$ cat config.mk
export PLATFORM = sky130hd
export DESIGN_NAME = inst_page_loader
export DESIGN_NICKNAME = d
export VERILOG_FILES = /design/src/rtl/inst_page_loader.sv
export SDC_FILE = /design/constraint.sdc
export NUM_CORES = 1
export LEC_CHECK = 0
export BUFFER_PORTS_ARGS = -buffer_cell sky130_fd_sc_hd__buf_4
export CORE_MARGIN = 1.5
export CORE_UTILIZATION = 47
export DETAILED_ROUTE_END_ITERATION = 10
export PLACE_DENSITY = 0.69
export SYNTH_ARGS = -nofsm -noshare
export SYNTH_HDL_FRONTEND = slang
export SYNTH_SLANG_ARGS = --single-unit
$ cat constraint.sdc
create_clock -name clk -period 2.3 [get_ports clk]
set_clock_uncertainty 0.2 [all_clocks]
set_input_delay 0.115 -clock clk [delete_from_list [all_inputs] [get_ports clk]]
set_output_delay 0.115 -clock clk [all_outputs]
set_load 0.02 [all_outputs]
$ cat src/rtl/inst_page_loader.sv
// ---------------------------------------------------------------------------
// inst_page_loader
//
// Loads one page of instructions from a host into a byte-lane instruction
// memory, then restarts the CPU. A reload is requested by a rising edge on
// nxt[1] while idle; nxt[0] (program finished) parks the loader in a sticky
// halted state until reset. Each accepted instruction word is written
// little-endian as BEATS consecutive byte-lane writes starting at byte
// address DEFAULT_PC_ADDR*BEATS.
//
// Ports
//   clk           rising-edge clock
//   rst_n         asynchronous active-low reset
//   enable        advance enable; low freezes the FSM and masks strobes
//   nxt[1:0]      CPU status: [1] reload request (edge), [0] program finished
//   load_valid    host word valid
//   load_data     host instruction word
//   load_last     marks load_data as the last word of the page
//   load_ready    loader accepts a word this cycle
//   mem_own       loader owns the memory port
//   mem_we        memory write strobe
//   mem_addr      memory byte address (0 when not writing)
//   mem_dataout   memory write data (0 when not writing)
//   cpu_start     one-cycle CPU restart pulse
//   cpu_halted    sticky program-finished flag
//   words_loaded  number of words written in the last page
// ---------------------------------------------------------------------------
module inst_page_loader #(
    parameter int MEM_DATA_WIDTH  = 8,
    parameter int MEM_ADDR_WIDTH  = 10,
    parameter int INST_WIDTH      = 16,
    parameter int PAGE_DEPTH      = 8,
    parameter int DEFAULT_PC_ADDR = 250,
    localparam int WL_WIDTH       = $clog2(PAGE_DEPTH + 1)
) (
    input  logic                      clk,
    input  logic                      rst_n,
    input  logic                      enable,
    input  logic [1:0]                nxt,
    input  logic                      load_valid,
    input  logic [INST_WIDTH-1:0]     load_data,
    input  logic                      load_last,
    output logic                      load_ready,
    output logic                      mem_own,
    output logic                      mem_we,
    output logic [MEM_ADDR_WIDTH-1:0] mem_addr,
    output logic [MEM_DATA_WIDTH-1:0] mem_dataout,
    output logic                      cpu_start,
    output logic                      cpu_halted,
    output logic [WL_WIDTH-1:0]       words_loaded
);

    localparam int BEATS  = INST_WIDTH / MEM_DATA_WIDTH;
    localparam int BEAT_W = (BEATS > 1) ? $clog2(BEATS) : 1;

    localparam logic [MEM_ADDR_WIDTH-1:0] BASE_BYTE = MEM_ADDR_WIDTH'(DEFAULT_PC_ADDR * BEATS);
    localparam logic [BEAT_W-1:0]         LAST_BEAT = BEAT_W'(BEATS - 1);
    localparam logic [WL_WIDTH-1:0]       LAST_WORD = WL_WIDTH'(PAGE_DEPTH - 1);

    // Elaboration-time parameter sanity
    if ((INST_WIDTH % MEM_DATA_WIDTH) != 0 || BEATS < 1) begin : g_bad_width
        $error("INST_WIDTH must be a non-zero multiple of MEM_DATA_WIDTH");
    end
    if ((DEFAULT_PC_ADDR + PAGE_DEPTH) * BEATS > (2 ** MEM_ADDR_WIDTH)) begin : g_bad_range
        $error("page does not fit in the memory address space");
    end

    typedef enum logic [2:0] {
        IDLE,
        LOAD,
        WRITE,
        START,
        HALTED
    } state_t;

    state_t                      state_q;
    logic                        nxt1_q;
    logic [BEAT_W-1:0]           beat_q;
    logic [WL_WIDTH-1:0]         word_idx_q;
    logic [INST_WIDTH-1:0]       shreg_q;
    logic                        last_q;
    logic [MEM_ADDR_WIDTH-1:0]   ptr_q;
    logic                        own_q;
    logic                        we_q;
    logic                        ready_q;
    logic                        start_q;
    logic                        halted_q;
    logic [MEM_ADDR_WIDTH-1:0]   addr_q;
    logic [MEM_DATA_WIDTH-1:0]   data_q;
    logic [WL_WIDTH-1:0]         words_loaded_q;

    logic reload_rise;
    logic accept;

    assign reload_rise = nxt[1] & ~nxt1_q;
    assign accept      = load_valid & load_ready;

    // Outputs are registered for the state being entered; enable only masks
    // the strobes, so a frozen beat reappears unchanged once enable returns.
    // Page addresses are contiguous ((BASE+k)*BEATS+b), so a single running
    // byte pointer replaces the multiply. The captured word is consumed
    // low lane first through a right-shifting register.
    always_ff @(posedge clk or negedge rst_n) begin
        if (!rst_n) begin
            state_q        <= IDLE;
            nxt1_q         <= 1'b0;
            beat_q         <= '0;
            word_idx_q     <= '0;
            shreg_q        <= '0;
            last_q         <= 1'b0;
            ptr_q          <= '0;
            own_q          <= 1'b0;
            we_q           <= 1'b0;
            ready_q        <= 1'b0;
            start_q        <= 1'b0;
            halted_q       <= 1'b0;
            addr_q         <= '0;
            data_q         <= '0;
            words_loaded_q <= '0;
        end else begin
            // Edge detector tracks nxt[1] in every state, even when frozen
            nxt1_q <= nxt[1];
            if (enable) begin
                case (state_q)
                    IDLE: begin
                        if (nxt[0]) begin
                            state_q  <= HALTED;
                            halted_q <= 1'b1;
                        end else if (reload_rise) begin
                            state_q        <= LOAD;
                            word_idx_q     <= '0;
                            words_loaded_q <= '0;
                            ptr_q          <= BASE_BYTE;
                            own_q          <= 1'b1;
                            ready_q        <= 1'b1;
                        end
                    end
                    LOAD: begin
                        if (accept) begin
                            state_q <= WRITE;
                            shreg_q <= load_data >> MEM_DATA_WIDTH;
                            last_q  <= load_last;
                            data_q  <= load_data[MEM_DATA_WIDTH-1:0];
                            addr_q  <= ptr_q;
                            ptr_q   <= ptr_q + 1'b1;
                            beat_q  <= '0;
                            we_q    <= 1'b1;
                            ready_q <= 1'b0;
                        end
                    end
                    WRITE: begin
                        if (beat_q == LAST_BEAT) begin
                            words_loaded_q <= word_idx_q + 1'b1;
                            we_q           <= 1'b0;
                            addr_q         <= '0;
                            data_q         <= '0;
                            if (last_q || word_idx_q == LAST_WORD) begin
                                state_q <= START;
                                own_q   <= 1'b0;
                                start_q <= 1'b1;
                            end else begin
                                state_q    <= LOAD;
                                word_idx_q <= word_idx_q + 1'b1;
                                ready_q    <= 1'b1;
                            end
                        end else begin
                            beat_q  <= beat_q + 1'b1;
                            addr_q  <= ptr_q;
                            ptr_q   <= ptr_q + 1'b1;
                            data_q  <= shreg_q[MEM_DATA_WIDTH-1:0];
                            shreg_q <= shreg_q >> MEM_DATA_WIDTH;
                        end
                    end
                    START: begin
                        state_q <= IDLE;
                        start_q <= 1'b0;
                    end
                    HALTED: begin
                        state_q <= HALTED;
                    end
                    default: begin
                        state_q <= IDLE;
                    end
                endcase
            end
        end
    end

    assign load_ready   = ready_q & enable;
    assign mem_we       = we_q & enable;
    assign mem_addr     = mem_we ? addr_q : '0;
    assign mem_dataout  = mem_we ? data_q : '0;
    assign cpu_start    = start_q & enable;
    assign mem_own      = own_q;
    assign cpu_halted   = halted_q;
    assign words_loaded = words_loaded_q;

endmodule

==> impl_metrics.yaml, run 1 <==
floorplan:
  start_util: 0.488
  pin_count: 50
  die_h_microns: 78.6
  core_sq_um: 5510
  die-width_microns: 78.6
  num_rows: 27
  dieArea_sq_um: 6180
final_layout:
  final_cell_mix: "buf_4 (58), dfrtp_1 (55), nand2_1 (33), dlygate4sd3_1 (21), and3_1 (20)"
  regArea_sq_um: 1380
  syn_to_final_growth_pct: 27.6
  antenna_cells: 0
  nets: 359
  final_common_cell: "buf_4"
  drive_gt1_frac: 0.227
  fill_cells: 470
  multi_input_area_sq_um: 1210
min_path:
  hp-class: "in2reg"
critical_path:
  reg2reg_slack_ns: 0.19
  rr_endpoint: "ptr_q[8]"
  path_cells: "nor2b_1 > o211ai_1 > or3_1 > o211a_1"
  crit_start: "state_q[1]"
  worst-setup-path-type: "reg2reg"
  r2r_start: "state_q[1]"
  rr_worst_depth: 4
  endpoint: "ptr_q[8]"
  cp_max_fo: 13
  worst_path_largest_cell_delay_ns: 0.55
  worst_ep_arrival_time_ns: 2.11
  slowest_stage: "dfrtp_1"
  endpoint_kind: "register"
  worstPathRequired_ns: 2.30
  start_kind: "register"
route:
  detail_route.vias_per_cell: 5.42
  drc: 0
  ant_nets: 0
  dr.pass1.iters: 4
  wirelength_microns: 6140
  drt_iter0_drc: 104
  wire_per_inst_microns: 15.1
  vias: 2204
place:
  portBuffers: 49
  gp_congestion: 0.853
  dp_hpwl_microns: 3960
  dpl_worst_slack_ns: 0.212
synthesis:
  ys_warn_count: 0
  syn_area_sq_um: 2690
  synth_nets: 289
  syn-instance-count: 264
  synth_cell_type_count: 51
  synth_area_per_cell_sq_um: 10.2
  synth_edf_count: 0
  ys_async_sr_fraction: 1.00
  synth-seq-cells: 55
  ys_seq_area_frac: 0.512
  synth-main-ff-cell: "dfrtp_1"
sta:
  min_period_ns: 2.11
  max_slew_margin: 0.546
  rsz0062_at_grt: "false"
  maxSlewViolCount: 0
  clock.fmax_mhz: 474
  setup_viol: 0
  tightestPinTransition_ns: 0.681
  fin_ws_ns: 0.192
  fin_tns_setup_ns: 0
  hold_viol_final: 0
  final.period_utilization: 0.917
pwr:
  combPwrFrac: 0.203
  leakage_uw: 0.00172
  p_sw_uw: 740
  pwr-share-seq: 0.572
  intPower_uw: 1600
  swShare: 0.316
  cellPowerDensity_nw_per_um2: 683
  clkPwrFrac: 0.225
  ir_worst_vdd_uv: 314
global_route:
  grt_pass1_wl_microns: 10500
  grt_max_degree: 56
  grt_pass1_vias: 2177
  grt.overflow.total: 0
  antenna_found_initial: 0
  grt_usage: 0.216
cts:
  clk_pin_slew_ns: 0.10
  root_buffer: "clkbuf_8"
  hold_buffers: 21
  clock_sink_count: 55
  clk_latency_ns: 0.31
  cts_tree: "yes"
  cts_max_path_buffers: 2
  cts_setup_buffers: 0
  numCtsBuffers: 5
  ctsResizeCount: 0
  htreeDepth: 2
job:
  drv_cap: 0
outcome:
  outcome: "completed"
-- cells in the mapped netlist (all sizes together), types with 3 or more instances --
cell,count,area (sq um)
o21ai,15,75.1
buf,8,52.6
and3,20,125
o31ai,4,30.0
a21oi,4,20.0
inv,5,18.8
nor2,17,66.3
nand2,34,130
dfrtp,55,1380
o211a,5,50.1
and2,11,68.8
clkbuf,8,30.0
o211ai,3,22.5
mux2,5,63.8
or3,7,43.8
a22o,9,78.8
a221o,8,80.1
nor3,3,20.0
nand3,11,55.1
-- area by class of cell --
class	count	share of cell area
clock buffer	5	0.0201
multi-input combinational	188	0.353
inverter	5	0.00547
timing repair buffer	79	0.188
clock inverter	3	0.00584
tap	72	0.0263
sequential	55	0.401
-- power by group through the flow --
stage,sequential [uW],combinational (uW),clock [uW]
floorplan,1290,292,0
global placement,1350,437,0
detailed placement,1350,451,0
CTS,1340,482,549
global route,1380,534,586
finish,1340,477,527
-- state kept, by name, summed over array words and instances, names as in the netlist, 3 cells and up --
name,count
words_loaded,4
shreg_q,8
addr_q,10
data_q,8
state_q,3
ptr_q,10
word_idx_q,4
-- metrics by stage --
step                power, uW  instances  hold WS [ns]  area (sq um)  utilization
finish                   2340        407        0.0270          3430        0.623
global route             2500        407        0.0612          3430        0.623
CTS                      2370        407        0.0206          3430        0.623
detailed placement       1810        378        0.0118          3130        0.569
global placement         1780        378       0.00755          3130        0.569
floorplan                1580        264        -0.381          2690            -
-- critical path: cells and delay by family (launching register included) --
family / cells / cell delay (ns)
flip-flops: 1 / 0.55
AND/OR/NAND/NOR: 2 / 0.77
AO/OA/AOI/OAI: 2 / 0.48
-- cells by family (layout without fill, tap and decap cells) --
family / after synthesis / in the layout / share of synthesized area
DFF: 55 / 55 / 0.512
adders and majority gates: 2 / 2 / 0.00931
muxes: 7 / 7 / 0.0312
and+or+nand+nor: 118 / 118 / 0.235
buffers and inverters: 21 / 92 / 0.0377
AOI/OAI and AO/OA: 58 / 58 / 0.165
xor gates and xnor gates: 3 / 3 / 0.00977
-- worst min path at each step --
stage,cells after the start,to,from,slack [ns]
after floorplan,0,addr_q[0],rst_n,-0.38
after global placement,1,addr_q[5],rst_n,0.008
after detailed placement,1,addr_q[5],rst_n,0.01
after CTS,3,word_idx_q[2],enable,0.02
after global routing,3,word_idx_q[2],enable,0.06
final,3,word_idx_q[2],enable,0.03
-- layer usage --
layer  global-route usage  routed length, microns
met1                0.296                    2970
met2                0.348                    2890
met3               0.0419                     232
met4               0.0607                      51
met5                    0                       0
Power figures use the tool's default switching activity.
==> run 2: changes to the inputs <==
ABC_AREA = 1   (was not set)
TNS_END_PERCENT = 5   (was not set)
==> run 2 against run 1 <==
Compared with the run above: clock power increased by 2%; hold slack improved by 0.070 ns; fmax increased by 1.6%; non-clock buffer count decreased by 7; first-iteration DRC count increased by 18%; sequential cell count unchanged; wire length increased by 5.9%; via count increased by 17%; global-route usage increased by 0.17 points; critical path type unchanged; largest cell class unchanged.
==> impl_metrics.yaml, run 2 <==
outcome:
  outcome: "completed"
final_layout:
  antenna_cells: 0
  final_cell_mix: "nand2_1 (138), dfrtp_1 (55), buf_4 (51), inv_1 (43), nor2_1 (39)"
  top_regs: "addr_q x10, ptr_q x10"
  nets: 478
  drive_gt1_frac: 0.196
  fin_cells: 528
  fill_cells: 550
  syn_to_final_growth_pct: 23.9
  final_common_cell: "nand2_1"
  final_core_util: 0.604
cts:
  htreeDepth: 2
  clk_latency_ns: 0.31
  clock_sink_count: 55
  numCtsBuffers: 5
  root_buffer: "clkbuf_8"
  cts_tree: "yes"
  cts_max_path_buffers: 2
  clk_pin_slew_ns: 0.09
sta:
  fin_ws_ns: 0.224
  setup_viol: 0
  min_period_ns: 2.08
  hold_viol_final: 0
  maxSlewViolCount: 0
  max_slew_margin: 0.541
  fin_tns_setup_ns: 0
  clock.fmax_mhz: 482
  tightestPinTransition_ns: 0.688
  final.period_utilization: 0.903
  rsz0062_at_grt: "false"
place:
  dp_hpwl_microns: 4450
  gp_congestion: 0.857
  dpl_worst_slack_ns: 0.216
  post-place-cells: 500
  portBuffers: 49
min_path:
  hp-class: "in2reg"
route:
  wire_per_inst_microns: 12.3
  dr.pass1.iters: 4
  ant_nets: 0
  drt_iter0_drc: 123
  wirelength_microns: 6500
  drc: 0
  vias: 2578
  detail_route.vias_per_cell: 4.88
job:
  drv_cap: 0
synthesis:
  ys_warn_count: 0
  ys_seq_area_frac: 0.474
  synth_area_per_cell_sq_um: 7.56
  synth_cell_type_count: 28
  syn_area_sq_um: 2900
  ys_top_cells_by_area: "dfrtp_1 (47%), nand2_1 (18%), inv_1 (5.6%)"
  yosysMostFrequentCell: "nand2_1"
  synth-seq-cells: 55
  synth_edf_count: 0
  syn-instance-count: 384
  synth_nets: 409
  synth-main-ff-cell: "dfrtp_1"
  ys_async_sr_fraction: 1.00
  synth.top_cells.by_count: "nand2_1 (138), dfrtp_1 (55), inv_1 (43), nor2_1 (39), nand3_1 (26)"
  yosys.area.top_type: "dfrtp_1"
  synth_top_cell_area_share: 0.474
floorplan:
  num_rows: 28
  core_sq_um: 5960
  pin_count: 50
  dieArea_sq_um: 6660
  start_util: 0.487
  die_h_microns: 81.6
  die-width_microns: 81.6
critical_path:
  path_cells: "inv_2 > nand3_1 > inv_2 > nand2_2 > nand2_2 > nor2_4 > nand2_1 > o21ai_1"
  worst_ep_arrival_time_ns: 2.11
  critical_path.top_delay_family: "simple AND/OR/NAND/NOR gates"
  worst_path_largest_cell_delay_ns: 0.53
  path_buf_inv: 2
  cp_max_fo: 26
  slowest_stage: "nor2_4"
  worst-setup-path-type: "reg2reg"
  endpoint_kind: "register"
  worstPathRequired_ns: 2.33
  start_kind: "register"
pwr:
  total_power_uw: 3630
  ir_worst_vdd_uv: 467
  cellPowerDensity_nw_per_um2: 1010
  leakage_uw: 0.00188
global_route:
  antenna_found_initial: 0
  grt.overflow.total: 0
  grt_usage: 0.218
  grt_pass1_vias: 2533
  grt_max_degree: 56
  grt_pass1_wl_microns: 11200
[run 2: cell count changes after synthesis, moves of 5 or more]
cell / previous run / this run
a221o_1: 8 / 0
a22o_1: 9 / 0
and2_1: 11 / 0
and3_1: 20 / 0
clkbuf_1: 8 / 1
inv_1: 5 / 43
nand2_1: 33 / 138
nand2_2: 1 / 7
nand3_1: 11 / 26
nor2_1: 16 / 39
o211a_1: 5 / 0
o21ai_1: 0 / 10
o21ai_2: 0 / 10
or3_1: 7 / 0
[run 2: metal layers]
layer / wire length [microns] / share of wire / track usage / vias up
li1: - / - / - / 1324
met3: 249 / 0.038 / 0.0444 / 12
met2: 3240 / 0.50 / 0.369 / 55
met4: 119 / 0.018 / 0.0932 / 0
met5: 0 / 0 / 0 / -
met1: 2890 / 0.44 / 0.270 / 1187
[run 2: area by class of cell]
type	instances	area, sq um	area share
multi-input combinational	273	1270	0.354
sequential	55	1380	0.383
clock buffer	6	82.6	0.0230
tap	75	93.8	0.0261
inverter	46	173	0.0480
clock inverter	1	5.00	0.00139
timing repair buffer	72	593	0.165
[run 2: power by group]
| part | total (uW) | switching, uW | internal, uW |
|---|---|---|---|
| Sequential | 1600 | 262 | 1340 |
| Combinational | 1500 | 954 | 542 |
| Clock | 535 | 298 | 237 |
[run 2: logic make-up (layout without fill, tap and decap cells)]
logic type | Yosys count | count (layout) | share of synthesized area
simple gates | 228 | 228 | 0.338
buf+inv | 56 | 125 | 0.0875
flops | 55 | 55 | 0.474
compound gates | 41 | 41 | 0.0853
fa+ha+maj | 2 | 2 | 0.00862
xor+xnor | 2 | 2 | 0.00604
[run 2: worst paths after layout]
check	from	endpoint	slack (ns)	cells after the start
setup / recovery	state_q[1]	data_q[7]	0.22	8
hold / removal	enable	beat_q	0.1	5
setup reg to reg	state_q[1]	data_q[7]	0.22	8
hold reg to reg	shreg_q[7]	shreg_q[7]	0.28	2
max in group asynchronous	rst_n	we_q	1.25	2
min in group asynchronous	rst_n	addr_q[5]	0.19	2
[run 2: tightest hold or removal path, stage by stage]
cell	delay [ns]
buf_4	0.14
inv_1	0.11
nor2_1	0.08
nand2_1	0.06
a21boi_0	0.07
[run 2: metrics by stage]
stage	hold slack [ns]	instance area, sq um
final	0.0966	3600
after floorplan	-0.381	2900
after global routing	0.123	3600
after CTS	0.101	3600
after detailed placement	0.00938	3300
after global placement	0.00952	3300
[run 2: timing repair]
| item | CTS | global route |
|---|---|---|
| hold endpoints to repair | 75 | 0 |
| setup buffers | 0 | 0 |
| gates resized for setup | 0 | 0 |
| hold buffers | 21 | 0 |
==> run 3: changes to the inputs <==
GPL_TIMING_DRIVEN = 0   (was not set)
==> run 3 against run 2 <==
Compared with the run above: global-route usage up 0.19 points; critical path depth down 4; sequential cell count unchanged; cell count up 1.3%; cell area up 2.2%; sequential power about the same; clock power up 19%; first-iteration DRC count unchanged; power up 4.1%.
==> impl_metrics.yaml, run 3 (synthesis results as in run 2) <==
critical_path:
  endpoint_kind: "primary output"
  path_cells: "nand2_1 > clkbuf_1 > nor2_1 > buf_4"
  start_kind: "register"
  worst_path_largest_cell_delay_ns: 0.39
  cp_max_fo: 10
  slowest_stage: "dfrtp_1"
  worst_ep_arrival_time_ns: 1.69
  worst-setup-path-type: "reg2out"
  worstPathRequired_ns: 1.99
pwr:
  total_power_uw: 3780
  swShare: 0.407
  ir_worst_vdd_uv: 573
  intPower_uw: 2240
  cellPowerDensity_nw_per_um2: 1030
  leakage_uw: 0.00192
  clkPwrFrac: 0.168
  combPwrFrac: 0.414
  p_sw_uw: 1540
  pwr-share-seq: 0.417
cts:
  htreeDepth: 2
  cts_max_path_buffers: 2
  ctsResizeCount: 0
  numCtsBuffers: 5
  root_buffer: "clkbuf_8"
  clk_latency_ns: 0.31
  cts_setup_buffers: 0
  clk_pin_slew_ns: 0.10
  cts_tree: "yes"
  hold_buffers: 21
  clock_sink_count: 55
sta:
  final.period_utilization: 0.870
  max_slew_margin: 0.540
  clock.fmax_mhz: 500
  hold_ws_ns: 0.0581
  hold_viol_final: 0
  tightestPinTransition_ns: 0.690
  fin_tns_setup_ns: 0
  rsz0062_at_grt: "false"
  min_period_ns: 2.00
  maxSlewViolCount: 0
  setup_viol: 0
final_layout:
  fill_cells: 531
  final_cell_mix: "nand2_1 (138), dfrtp_1 (55), buf_4 (51), inv_1 (43), nor2_1 (39)"
  syn_to_final_growth_pct: 26.6
  top_regs: "addr_q x10, ptr_q x10"
  drive_gt1_frac: 0.207
  antenna_cells: 0
  nets: 485
  final_common_cell: "nand2_1"
job:
  drv_cap: 0
floorplan:
  start_util: 0.487
  num_rows: 28
  core_sq_um: 5960
  die_h_microns: 81.6
  die-width_microns: 81.6
  dieArea_sq_um: 6660
  pin_count: 50
global_route:
  grt_pass1_vias: 2502
  grt.overflow.total: 0
  antenna_found_initial: 0
  grt_usage: 0.220
  grt_pass1_wl_microns: 11300
  grt_max_degree: 56
place:
  dp_hpwl_microns: 4520
  portBuffers: 48
  gp_congestion: 0.798
route:
  wire_per_inst_microns: 12.2
  wirelength_microns: 6550
  detail_route.vias_per_cell: 4.86
  drc: 0
  dr.pass1.iters: 4
  ant_nets: 0
  vias: 2601
  drt_iter0_drc: 123
min_path:
  hp-class: "in2reg"
outcome:
  outcome: "completed"
==> run 3: changes by cell type in the layout (fill, tap and decap cells not counted), sizes merged <==
cell / previous run / this run
buf: 51 / 57
bufinv: 0 / 1
clkinv: 1 / 0
clkinvlp: 0 / 1
==> run 3: final cells by class <==
| type | instances | area, sq um | share of cell area |
|---|---|---|---|
| sequential | 55 | 1380 | 0.375 |
| inverter | 46 | 173 | 0.0470 |
| clock buffer | 5 | 68.8 | 0.0187 |
| clock inverter | 2 | 37.5 | 0.0102 |
| tap | 75 | 93.8 | 0.0255 |
| multi-input combinational | 273 | 1270 | 0.346 |
| timing repair buffer | 69 | 571 | 0.155 |
| buffer | 10 | 81.3 | 0.0221 |
==> run 3: power groups by stage <==
stage	Sequential, uW	Combinational (uW)	Clock [uW]
CTS	1580	1580	643
global placement	1590	1510	0
detailed placement	1600	1540	0
floorplan	1560	1150	0
global route	1630	1800	682
finish	1580	1570	636
==> run 3: per-stage QoR <==
step / utilization / instances / area, sq um / worst slack, ns
after floorplan: - / 384 / 2900 / 0.651
after global placement: 0.564 / 507 / 3360 / 0.380
after detailed placement: 0.564 / 507 / 3360 / 0.367
after CTS: 0.617 / 535 / 3670 / 0.252
after global routing: 0.617 / 535 / 3670 / 0.0912
final: 0.617 / 535 / 3670 / 0.300
==> run 3: path summary, 6_finish.rpt <==
check | cells after the start | to | startpoint | slack [ns]
max | 4 | mem_dataout[0] | we_q | 0.30
min | 5 | addr_q[1] | enable | 0.06
max reg2reg | 7 | word_idx_q[2] | word_idx_q[0] | 0.34
min reg2reg | 2 | we_q | we_q | 0.28
max in group asynchronous | 2 | ready_q | rst_n | 1.26
min in group asynchronous | 2 | addr_q[4] | rst_n | 0.18
==> run 3: layer usage <==
layer | vias up | routed length (microns) | track usage | share of wire
met4 | 0 | 87 | 0.0559 | 0.013
met1 | 1206 | 3050 | 0.292 | 0.47
met5 | - | 0 | 0 | 0
met2 | 50 | 3180 | 0.377 | 0.48
met3 | 9 | 233 | 0.0311 | 0.036
li1 | 1336 | - | - | -
==> run 3: critical path, delay by kind of cell (launching register included) <==
kind	cells	cell delay, ns
buffers and inverters	2	0.56
and+or+nand+nor	2	0.43
DFF	1	0.39
